File: config.mk
export PLATFORM = sky130hd
export DESIGN_NAME = register_file
export DESIGN_NICKNAME = d
export VERILOG_FILES = /design/src/rtl/register_file.sv
export SDC_FILE = /design/constraint.sdc
export NUM_CORES = 1
export LEC_CHECK = 0
export CAP_MARGIN = 20
export CELL_PAD_IN_SITES_DETAIL_PLACEMENT = 2
export CELL_PAD_IN_SITES_GLOBAL_PLACEMENT = 2
export CORE_ASPECT_RATIO = 2
export CORE_MARGIN = 5
export CORE_UTILIZATION = 36
export DETAILED_ROUTE_END_ITERATION = 10
export GPL_TIMING_DRIVEN = 1
export HOLD_SLACK_MARGIN = 0.03
export PLACE_DENSITY = 0.74
export SYNTH_ARGS = -nofsm -noshare
export SYNTH_HDL_FRONTEND = slang
export SYNTH_SLANG_ARGS = --single-unit
export TNS_END_PERCENT = 10
File: constraint.sdc
create_clock -name clk -period 2.4 [get_ports clk]
set_input_delay 0.36 -clock clk [delete_from_list [all_inputs] [get_ports clk]]
set_output_delay 0.36 -clock clk [all_outputs]
set_load 0.01 [all_outputs]
File: src/rtl/register_file.sv
// register_file: multi-entry register file for the LITE-16 datapath.
// One synchronous write port with byte-lane enables, two independent
// combinational read ports, optional hardwired-zero entry 0 and optional
// same-cycle write-to-read bypass.
module register_file #(
    parameter int unsigned WIDTH    = 16,
    parameter int unsigned DEPTH    = 8,
    parameter bit          ZERO_REG = 1'b1,
    parameter bit          BYPASS   = 1'b1,
    localparam int unsigned AW      = (DEPTH > 1) ? $clog2(DEPTH) : 1,
    localparam int unsigned NB      = WIDTH / 8
) (
    input  logic             clk,
    input  logic             rst,
    input  logic             we,
    input  logic [AW-1:0]    waddr,
    input  logic [NB-1:0]    wbe,
    input  logic [WIDTH-1:0] wdata,
    input  logic [AW-1:0]    raddr_a,
    output logic [WIDTH-1:0] rdata_a,
    input  logic [AW-1:0]    raddr_b,
    output logic [WIDTH-1:0] rdata_b
);

    // DEPTH widened by one bit so DEPTH = 2**AW still compares correctly.
    localparam logic [AW:0] DEPTH_W = (AW + 1)'(DEPTH);

    logic [WIDTH-1:0] r_mem [DEPTH];

    logic             w_waddr_in_range;
    logic             w_waddr_zero_blocked;
    logic             w_wr_ok;
    logic [WIDTH-1:0] w_wr_old;
    logic [WIDTH-1:0] w_wr_merged;

    // A write is accepted only out of reset, in range, and not to a hardwired zero entry.
    assign w_waddr_in_range     = ({1'b0, waddr} < DEPTH_W);
    assign w_waddr_zero_blocked = ZERO_REG && (waddr == '0);
    assign w_wr_ok              = rst && we && w_waddr_in_range && !w_waddr_zero_blocked;

    // Current contents of the addressed write entry (0 when out of range).
    always_comb begin
        w_wr_old = '0;
        for (int unsigned i = 0; i < DEPTH; i++) begin
            if (waddr == AW'(i)) begin
                w_wr_old = r_mem[i];
            end
        end
    end

    // Post-edge value of the write entry: enabled lanes from wdata, others kept.
    always_comb begin
        w_wr_merged = w_wr_old;
        for (int unsigned b = 0; b < NB; b++) begin
            if (wbe[b]) begin
                w_wr_merged[8*b +: 8] = wdata[8*b +: 8];
            end
        end
    end

    // Storage: reset clears every entry and wins over a simultaneous write.
    always_ff @(posedge clk) begin
        if (!rst) begin
            for (int unsigned i = 0; i < DEPTH; i++) begin
                r_mem[i] <= '0;
            end
        end else if (w_wr_ok) begin
            for (int unsigned i = 0; i < DEPTH; i++) begin
                if (waddr == AW'(i)) begin
                    r_mem[i] <= w_wr_merged;
                end
            end
        end
    end

    // Read port A: stored entry, zero for out-of-range/zero entry, bypass on match.
    always_comb begin
        rdata_a = '0;
        for (int unsigned i = 0; i < DEPTH; i++) begin
            if (raddr_a == AW'(i)) begin
                rdata_a = r_mem[i];
            end
        end
        if (ZERO_REG && (raddr_a == '0)) begin
            rdata_a = '0;
        end
        if (BYPASS && w_wr_ok && (raddr_a == waddr)) begin
            rdata_a = w_wr_merged;
        end
    end

    // Read port B: same rules as port A, fully independent.
    always_comb begin
        rdata_b = '0;
        for (int unsigned i = 0; i < DEPTH; i++) begin
            if (raddr_b == AW'(i)) begin
                rdata_b = r_mem[i];
            end
        end
        if (ZERO_REG && (raddr_b == '0)) begin
            rdata_b = '0;
        end
        if (BYPASS && w_wr_ok && (raddr_b == waddr)) begin
            rdata_b = w_wr_merged;
        end
    end

endmodule

==> results.json, run 1 <==
{
  "io_pins": 62,
  "antenna_found_initial": 0,
  "drv_slew": 0,
  "vias_per_cell": 6.59,
  "synthTopCellsByArea": "edfxtp_1, mux4_2, mux2_2",
  "slowest_stage": "mux4_2",
  "critical_path_required_ns": 2.04,
  "power.total_mw": 7.21,
  "hpwl_mm": 26.8,
  "grt_first_pass_wirelength_mm": 61.3,
  "rr_worst_depth": 9,
  "dieHeight_um": 220,
  "cp.arrival_ns": 2.23,
  "std_cell_rows": 77,
  "hold_buffers": 0,
  "busiest_layer": "met2",
  "worstHoldPathType": "primary input to flip-flop",
  "area_growth_pct": 40.5,
  "netlist_area_sq_mm": 0.00797,
  "drive_gt1_frac": 0.448,
  "utilization": 0.510,
  "clock.fmax_ghz": 0.386,
  "irDropWorstVdd_mv": 0.612,
  "hold_viol": 0,
  "grt_use_met3": 0.0649,
  "top_register": "r_mem",
  "critPathLaunchType": "flip-flop",
  "cts.clk_slew.worst_paths_ns": 0.06,
  "clock_tree.buffer_depth": 2,
  "antennaDiodeCount": 0,
  "avgSynthCellArea_sq_um": 11.5,
  "setup_violations": 29,
  "cts-root-buf": "clkbuf_16",
  "regToRegStartpoint": "r_mem[0][25]",
  "synth_top_area_frac": 0.482,
  "numCtsBuffers": 17,
  "reg.largest.list": "r_mem: 128 flops",
  "cts_sinks": 128,
  "finalWirelength_mm": 43.3,
  "hold_ws_ns": 0.690,
  "synthArstFlopShare": 0,
  "crit_chain": "mux2i_2, mux4_2, a21oi_4, o21ai_4, o22ai_2, buf_2",
  "use_met1": 0.366,
  "cp-startpoint": "r_mem[1][7]",
  "drc": 0,
  "gp_congestion": 0.912,
  "cts_htree_levels": 4,
  "cts_tree": "built",
  "crit_fanout": 3,
  "clk_latency_ns": 0.45,
  "max_slew_margin": 0.548,
  "finalCritPeriodShare": 1.08,
  "synth_cell_types": 51,
  "p_per_area_mw_per_mm2": 643,
  "track_usage": 0.343,
  "yosysMostFrequentCell": "nor2_1",
  "whs_path_depth": 4,
  "dr_total_vias": 7943,
  "dr.pass1.iters": 5,
  "worst_pin_slew_ns": 0.677,
  "dieArea_sq_mm": 0.0254,
  "postRouteAntennaNets": 0,
  "synth_warnings": 0,
  "fin_skew_ns": 0.0114,
  "overflow": 0,
  "die_x_um": 115,
  "grt_use_met2": 0.593,
  "drt_iter0_markers": 654,
  "nets": 946,
  "grt_pass1_vias": 8820,
  "synth_edf_count": 128,
  "start_util": 0.363,
  "yosysSeqAreaShare": 0.482,
  "slowest_delay_ns": 0.53,
  "grt_setup_unrepaired": "yes",
  "fin_ws_ns": -0.190,
  "largest_register_ffs": 128,
  "synthTopCellsByCount": "nor2_1, edfxtp_1, mux2_2",
  "status": "finished, violations left",
  "avgRoutedWirePerCell_um": 35.9,
  "endpoint_kind": "primary output",
  "core-area_sq_mm": 0.0220,
  "max_cap_violations": 0,
  "synth-seq-cells": 128,
  "synth_top_area_cell": "edfxtp_1",
  "period_minus_slack_ns": 2.59,
  "synthCells": 692,
  "violations": "setup timing",
  "holdCritStartpoint": "waddr[0]",
  "crit_type": "flip-flop to primary output",
  "leakage_nw": 4.40,
  "yosys_most_used_dff": "edfxtp_1",
  "grt_start_max_net_pins": 26,
  "io_buffers": 61
}
timing repair:
item                                    4_1_cts  5_1_grt
setup buffers                                25       13
endpoints found under the setup margin       32       32
gates resized for setup                     233        7
cloned                                        1        0
pin swaps                                    35        4
final timing paths:
check | endpoint | slack [ns]
hold / removal | r_mem[0][60] | 0.69
setup reg to reg | r_mem[1][57] | 0.30
setup / recovery | rdata_b[7] | -0.19
hold reg to reg | r_mem[1][29] | 0.97
cell families after synthesis:
logic type	count (synthesis)	synth area share
AOI/OAI and AO/OA	187	0.171
and+or+nand+nor	187	0.0951
DFF	128	0.482
muxes	106	0.195
buffers and inverters	77	0.0501
xor gates and xnor gates	6	0.00659
other	1	0.000470
layout make-up:
cell class | instances | area, sq um
fill | 2134 | 10800
multi-input combinational | 502 | 4150
inverter | 14 | 52.6
sequential | 128 | 3840
clock buffer | 20 | 437
timing repair buffer | 253 | 2210
clock inverter | 12 | 166
tap | 276 | 345
critical path: cells and delay by family, from the launching register on:
| family | cells | cell delay, ns |
|---|---|---|
| buf+inv | 1 | 0.18 |
| mux | 2 | 0.66 |
| flops | 1 | 0.47 |
| compound gates | 3 | 0.46 |
power breakdown:
group          internal [mW]  switching [mW]  leakage (nW)
registers               2.61           0.113          1.31
logic                  0.742           0.938          2.81
clock network           1.72            1.08         0.279
total                   5.07            2.13          4.40
metal layers:
layer	vias up	part of all wire
met1	4062	0.34
met2	552	0.51
met3	218	0.070
li1	3111	-
met4	0	0.086
met5	-	0
through the flow:
| step | instance area (sq um) | TNS (ns) | setup WS (ns) | instances |
|---|---|---|---|---|
| 3_5_place_dp | 9970 | -46.33 | -0.998 | 1136 |
| 3_3_place_gp | 9970 | -33.08 | -0.884 | 1136 |
| 6_report | 11200 | -1.93 | -0.190 | 1205 |
| 5_1_grt | 11200 | -3.37 | -0.230 | 1205 |
| 4_1_cts | 11100 | -0.670 | -0.0941 | 1192 |
| 2_1_floorplan | 8030 | 0 | 0.0537 | 707 |
placed cells by master, fill, tap and decap left out, types with 17 or more instances in the layout:
cell type | Yosys | final
clkdlybuf4s50_1 | 0 | 17
mux2_2 | 45 | 40
buf_6 | 4 | 17
buf_12 | 2 | 19
buf_2 | 29 | 38
o22ai_1 | 33 | 18
buf_4 | 3 | 153
mux2i_1 | 22 | 19
nor2_1 | 135 | 134
a21oi_1 | 41 | 38
a22oi_1 | 41 | 33
clkbuf_16 | 0 | 17
mux4_2 | 33 | 33
nand2_1 | 28 | 28
edfxtp_1 | 128 | 128
No activity file was read; power rests on OpenSTA's default activity.
==> run 2, diff against run 1 <==
--- a/config.mk
+++ b/config.mk
@@ -10,11 +10,10 @@
 export CELL_PAD_IN_SITES_GLOBAL_PLACEMENT = 2
 export CORE_ASPECT_RATIO = 2
 export CORE_MARGIN = 5
-export CORE_UTILIZATION = 36
+export CORE_UTILIZATION = 43
 export DETAILED_ROUTE_END_ITERATION = 10
-export GPL_TIMING_DRIVEN = 1
 export HOLD_SLACK_MARGIN = 0.03
-export PLACE_DENSITY = 0.74
+export PLACE_DENSITY = 0.84
 export SYNTH_ARGS = -nofsm -noshare
 export SYNTH_HDL_FRONTEND = slang
 export SYNTH_SLANG_ARGS = --single-unit
==> constraint.sdc (replaced) <==
create_clock -name clk -period 3.2 [get_ports clk]
set_input_delay 0.48 -clock clk [delete_from_list [all_inputs] [get_ports clk]]
set_output_delay 0.48 -clock clk [all_outputs]
set_load 0.01 [all_outputs]
==> results.json, run 2 (synthesized netlist as in run 1, its figures left out) <==
{
  "dpl.cell_count": 1026,
  "crit_fanout": 10,
  "leakage_nw": 3.88,
  "dieHeight_um": 203,
  "cp-endpoint": "rdata_a[8]",
  "final_cells": 1058,
  "regToRegStartpoint": "r_mem[0][56]",
  "period_minus_slack_ns": 3.35,
  "drc": 0,
  "drt_iter0_markers": 757,
  "area_growth_pct": 26.8,
  "overflow": 0,
  "dr.pass1.iters": 5,
  "drv_slew": 0,
  "reg.largest.list": "r_mem: 128 flops",
  "clk_latency_ns": 0.44,
  "crit_chain": "clkdlybuf4s50_1, buf_6, nor2b_2, buf_4, a22oi_1, a221oi_2, a221oi_2, o22ai_1, clkdlybuf4s50_1",
  "cp.arrival_ns": 2.87,
  "clock_tree.buffer_depth": 2,
  "io_buffers": 61,
  "cts_htree_levels": 4,
  "std_cell_rows": 70,
  "nFillCells": 1743,
  "gp_congestion": 0.923,
  "cts.clk_slew.worst_paths_ns": 0.06,
  "track_usage": 0.379,
  "io_pins": 62,
  "fin_skew_ns": 0.00944,
  "start_util": 0.436,
  "grt_first_pass_wirelength_mm": 58.1,
  "vias_per_cell": 7.10,
  "cts_sinks": 128,
  "preCtsSetupSlack_ns": -0.365,
  "antennaDiodeCount": 0,
  "avgRoutedWirePerCell_um": 37.7,
  "worst_pin_slew_ns": 0.557,
  "grt_start_max_net_pins": 29,
  "max_cap_violations": 0,
  "power.total_mw": 5.03,
  "irDropWorstVdd_mv": 0.460,
  "dr_total_vias": 7508,
  "layout_commonest_cell": "nor2_1",
  "dieArea_sq_mm": 0.0215,
  "holdCritStartpoint": "waddr[0]",
  "drive_gt1_frac": 0.318,
  "status": "finished, violations left",
  "hpwl_mm": 25.7,
  "cts_setup_buffers": 0,
  "fin_ws_ns": -0.152,
  "clock.fmax_ghz": 0.298,
  "critPathLaunchType": "primary input",
  "p_per_area_mw_per_mm2": 498,
  "critical_path_required_ns": 2.72,
  "antenna_found_initial": 0,
  "crit_type": "primary input to primary output",
  "finalCritPeriodShare": 1.05,
  "final_cell_mix": "nor2_1, edfxtp_1, buf_4",
  "grt_setup_unrepaired": "yes",
  "rr_worst_depth": 6,
  "r2r_end": "r_mem[1][56]",
  "die_x_um": 106,
  "hold_viol": 0,
  "max_slew_margin": 0.628,
  "slowest_stage": "clkdlybuf4s50_1",
  "top_register": "r_mem",
  "cts-root-buf": "clkbuf_16",
  "cts_tree": "built",
  "postRouteAntennaNets": 0,
  "core-area_sq_mm": 0.0183,
  "setup_violations": 2,
  "slowest_delay_ns": 0.56,
  "reg2reg_slack_ns": 1.07,
  "numCtsBuffers": 17,
  "cp-startpoint": "waddr[2]",
  "hold_ws_ns": 0.754,
  "grt_pass1_vias": 8385,
  "nets": 859,
  "violations": "setup timing",
  "worstHoldPathType": "primary input to flip-flop",
  "largest_register_ffs": 128,
  "endpoint_kind": "primary output",
  "finalWirelength_mm": 39.9
}
-- run 2: changes by cell type in the layout (fill, tap and decap cells not counted), moves of 7 or more --
cell | before | now
clkdlybuf4s15_1 | 0 | 8
buf_12 | 19 | 11
buf_6 | 17 | 6
buf_2 | 38 | 7
dlygate4sd2_1 | 1 | 15
o22ai_1 | 18 | 32
clkdlybuf4s50_1 | 17 | 24
buf_4 | 153 | 89
o22ai_2 | 16 | 4
-- run 2: where the power goes --
group	internal, mW	switching, mW
Combinational	0.443	0.617
Sequential	1.96	0.0927
Clock	1.13	0.788
Total	3.53	1.50
-- run 2: how the worst min path moves through the flow --
stage / to / cells past startpoint
2_1_floorplan: r_mem[1][47] / 2
3_3_place_gp: r_mem[1][63] / 2
3_5_place_dp: r_mem[1][63] / 2
4_1_cts: r_mem[1][51] / 3
5_1_grt: r_mem[1][49] / 3
6_report: r_mem[1][49] / 3
-- run 2: layer usage --
layer,up-vias,track usage,share of wire
met5,-,0,0
met4,0,0.289,0.087
met3,215,0.0605,0.062
met2,513,0.653,0.52
met1,3835,0.408,0.34
li1,2945,-,-
-- run 2: critical path: cells and delay by family --
kind / cells / cell delay [ns]
buffers and inverters: 4 / 1.40
AO/OA/AOI/OAI: 4 / 0.79
AND/OR/NAND/NOR: 1 / 0.19
-- run 2: area by class of cell --
| cell class | instances | area [sq um] | share of cell area |
|---|---|---|---|
| multi-input cells | 502 | 3900 | 0.386 |
| flip-flops and latches | 128 | 3840 | 0.380 |
| repair buffers | 166 | 1490 | 0.147 |
| clock buffers | 19 | 433 | 0.0428 |
| well taps | 216 | 270 | 0.0267 |
| clock inverters | 13 | 121 | 0.0120 |
| inverters | 14 | 52.6 | 0.00520 |
-- run 2: stage by stage --
step                 util  setup TNS, ns  cell area, sq um
floorplan               -              0              8030
global placement    0.517          -4.10              9460
detailed placement  0.517          -7.09              9460
CTS                 0.552         -0.459             10100
global route        0.552         -0.332             10100
finish              0.552         -0.255             10100
-- run 2: what timing repair did --
item                       in CTS  in global routing
hold buffers                    0                  0
resized for setup              55                 20
hold endpoints to repair        0                  0
setup endpoints to repair      32                 18
pin swaps                       3                  2
cloned                          0                  0
==> run 3, diff against run 2 <==
--- a/config.mk
+++ b/config.mk
@@ -17,4 +17,4 @@
 export SYNTH_ARGS = -nofsm -noshare
 export SYNTH_HDL_FRONTEND = slang
 export SYNTH_SLANG_ARGS = --single-unit
-export TNS_END_PERCENT = 10
+export TNS_END_PERCENT = 20
==> results.json, run 3 (synthesized netlist as in run 1, its figures left out) <==
{
  "status": "finished, violations left",
  "violations": "setup timing",
  "dr_total_vias": 7558,
  "final_cells": 1060,
  "die_x_um": 106,
  "worstHoldPathType": "primary input to flip-flop",
  "top_register": "r_mem",
  "overflow": 0,
  "cts_tree": "built",
  "start_util": 0.436,
  "utilization": 0.553,
  "track_usage": 0.379,
  "area_growth_pct": 26.9,
  "dieHeight_um": 203,
  "largest_register_ffs": 128,
  "max_cap_violations": 0,
  "swShare": 0.299,
  "critPathLaunchType": "primary input",
  "avgRoutedWirePerCell_um": 37.7,
  "max_slew_margin": 0.631,
  "period_minus_slack_ns": 3.29,
  "cts-root-buf": "clkbuf_16",
  "grt_setup_unrepaired": "yes",
  "drc": 0,
  "fin_ws_ns": -0.0900,
  "drive_gt1_frac": 0.321,
  "clock.fmax_ghz": 0.304,
  "leakage_nw": 3.90,
  "final_cell_mix": "nor2_1, edfxtp_1, buf_4",
  "power.total_mw": 5.04,
  "power_frac_comb": 0.211,
  "gp_congestion": 0.923,
  "design_area_sq_mm": 0.0101,
  "std_cell_rows": 70,
  "vias_per_cell": 7.13,
  "dr.pass1.iters": 5,
  "reg.largest.list": "r_mem: 128 flops",
  "io_buffers": 61,
  "dieArea_sq_mm": 0.0215,
  "grt_pass1_vias": 8385,
  "worst_pin_slew_ns": 0.552,
  "core-area_sq_mm": 0.0183,
  "numCtsBuffers": 17,
  "internal-power_mw": 3.53,
  "nets": 861,
  "finalWirelength_mm": 40.0,
  "drv_slew": 0,
  "hold_buffers": 0,
  "layout_commonest_cell": "nor2_1",
  "antennaDiodeCount": 0,
  "p_per_area_mw_per_mm2": 498,
  "seq_power_share": 0.407,
  "endpoint_kind": "primary output",
  "hpwl_mm": 25.7,
  "grt_first_pass_wirelength_mm": 58.1,
  "cts_sinks": 128,
  "placed_area_sq_mm": 0.00946,
  "cp.arrival_ns": 2.81,
  "finalCritPeriodShare": 1.03,
  "antenna_found_initial": 0,
  "drt_iter0_markers": 761,
  "grt_start_max_net_pins": 29,
  "dpl.cell_count": 1026,
  "clock_tree.buffer_depth": 2,
  "crit_type": "primary input to primary output",
  "hold_viol": 0,
  "fin_skew_ns": 0.00764,
  "crit_fanout": 15,
  "p_sw_mw": 1.50,
  "hold_ws_ns": 0.767,
  "io_pins": 62,
  "irDropWorstVdd_mv": 0.464,
  "postRouteAntennaNets": 0,
  "setup_violations": 1,
  "cts_htree_levels": 4,
  "clk_latency_ns": 0.44,
  "clock_power_share": 0.382,
  "critical_path_required_ns": 2.72,
  "cts.clk_slew.worst_paths_ns": 0.06
}
-- run 3: changes by cell type in the layout (fill, tap and decap cells not counted) --
| cell | before | now |
|---|---|---|
| dlymetal6s2s_1 | 2 | 3 |
| dlygate4sd2_1 | 15 | 14 |
| clkdlybuf4s50_1 | 24 | 23 |
| buf_4 | 89 | 91 |
| clkbuf_2 | 4 | 5 |
-- run 3: final cells by class --
class | count | area [sq um]
inverters | 14 | 52.6
flip-flops and latches | 128 | 3840
clock buffers | 19 | 433
well taps | 216 | 270
clock inverters | 13 | 121
fillers | 1744 | 8180
repair buffers | 168 | 1500
multi-input cells | 502 | 3900
-- run 3: critical path, cell delays in order --
cell and delay, ns:
clkdlybuf4s50_1 0.50, buf_6 0.18, buf_6 0.25, mux4_2 0.35
a21oi_2 0.19, o21ai_2 0.12, o22ai_1 0.15, clkdlybuf4s50_1 0.56
-- run 3: what timing repair did --
| item | CTS | global route |
|---|---|---|
| setup endpoints to repair | 32 | 18 |
| buffers inserted | 0 | 2 |
| endpoints found under the hold margin | 0 | 0 |
| resized for setup | 55 | 23 |
| pin swaps | 3 | 3 |
-- run 3: power by group through the flow --
stage	Clock [mW]	Sequential [mW]	Combinational, mW
floorplan	0	2.03	0.539
global placement	0	2.05	0.959
detailed placement	0	2.07	1.01
CTS	1.93	2.04	1.04
global route	2.02	2.05	1.09
finish	1.92	2.05	1.06
-- run 3: routing by layer --
layer	track usage	wire length, um	vias up
li1	-	-	2949
met1	0.408	13500	3847
met2	0.653	20200	542
met3	0.0605	2620	220
met4	0.289	3610	0
met5	0	0	-
-- run 3: path summary, 6_finish.rpt --
kind,startpoint,end,slack (ns),cells after the start
setup / recovery,waddr[2],rdata_a[7],-0.09,8
setup reg to reg,r_mem[0][56],r_mem[1][56],1.09,6
hold / removal,waddr[0],r_mem[1][49],0.77,3
hold reg to reg,r_mem[1][63],r_mem[1][47],0.93,2
-- run 3: per-stage QoR --
stage               setup TNS, ns  setup WS, ns
finish                    -0.0900       -0.0900
global route               -0.159        -0.159
CTS                        -0.459        -0.147
detailed placement          -7.09        -0.365
global placement            -4.10        -0.243
floorplan                       0         0.557
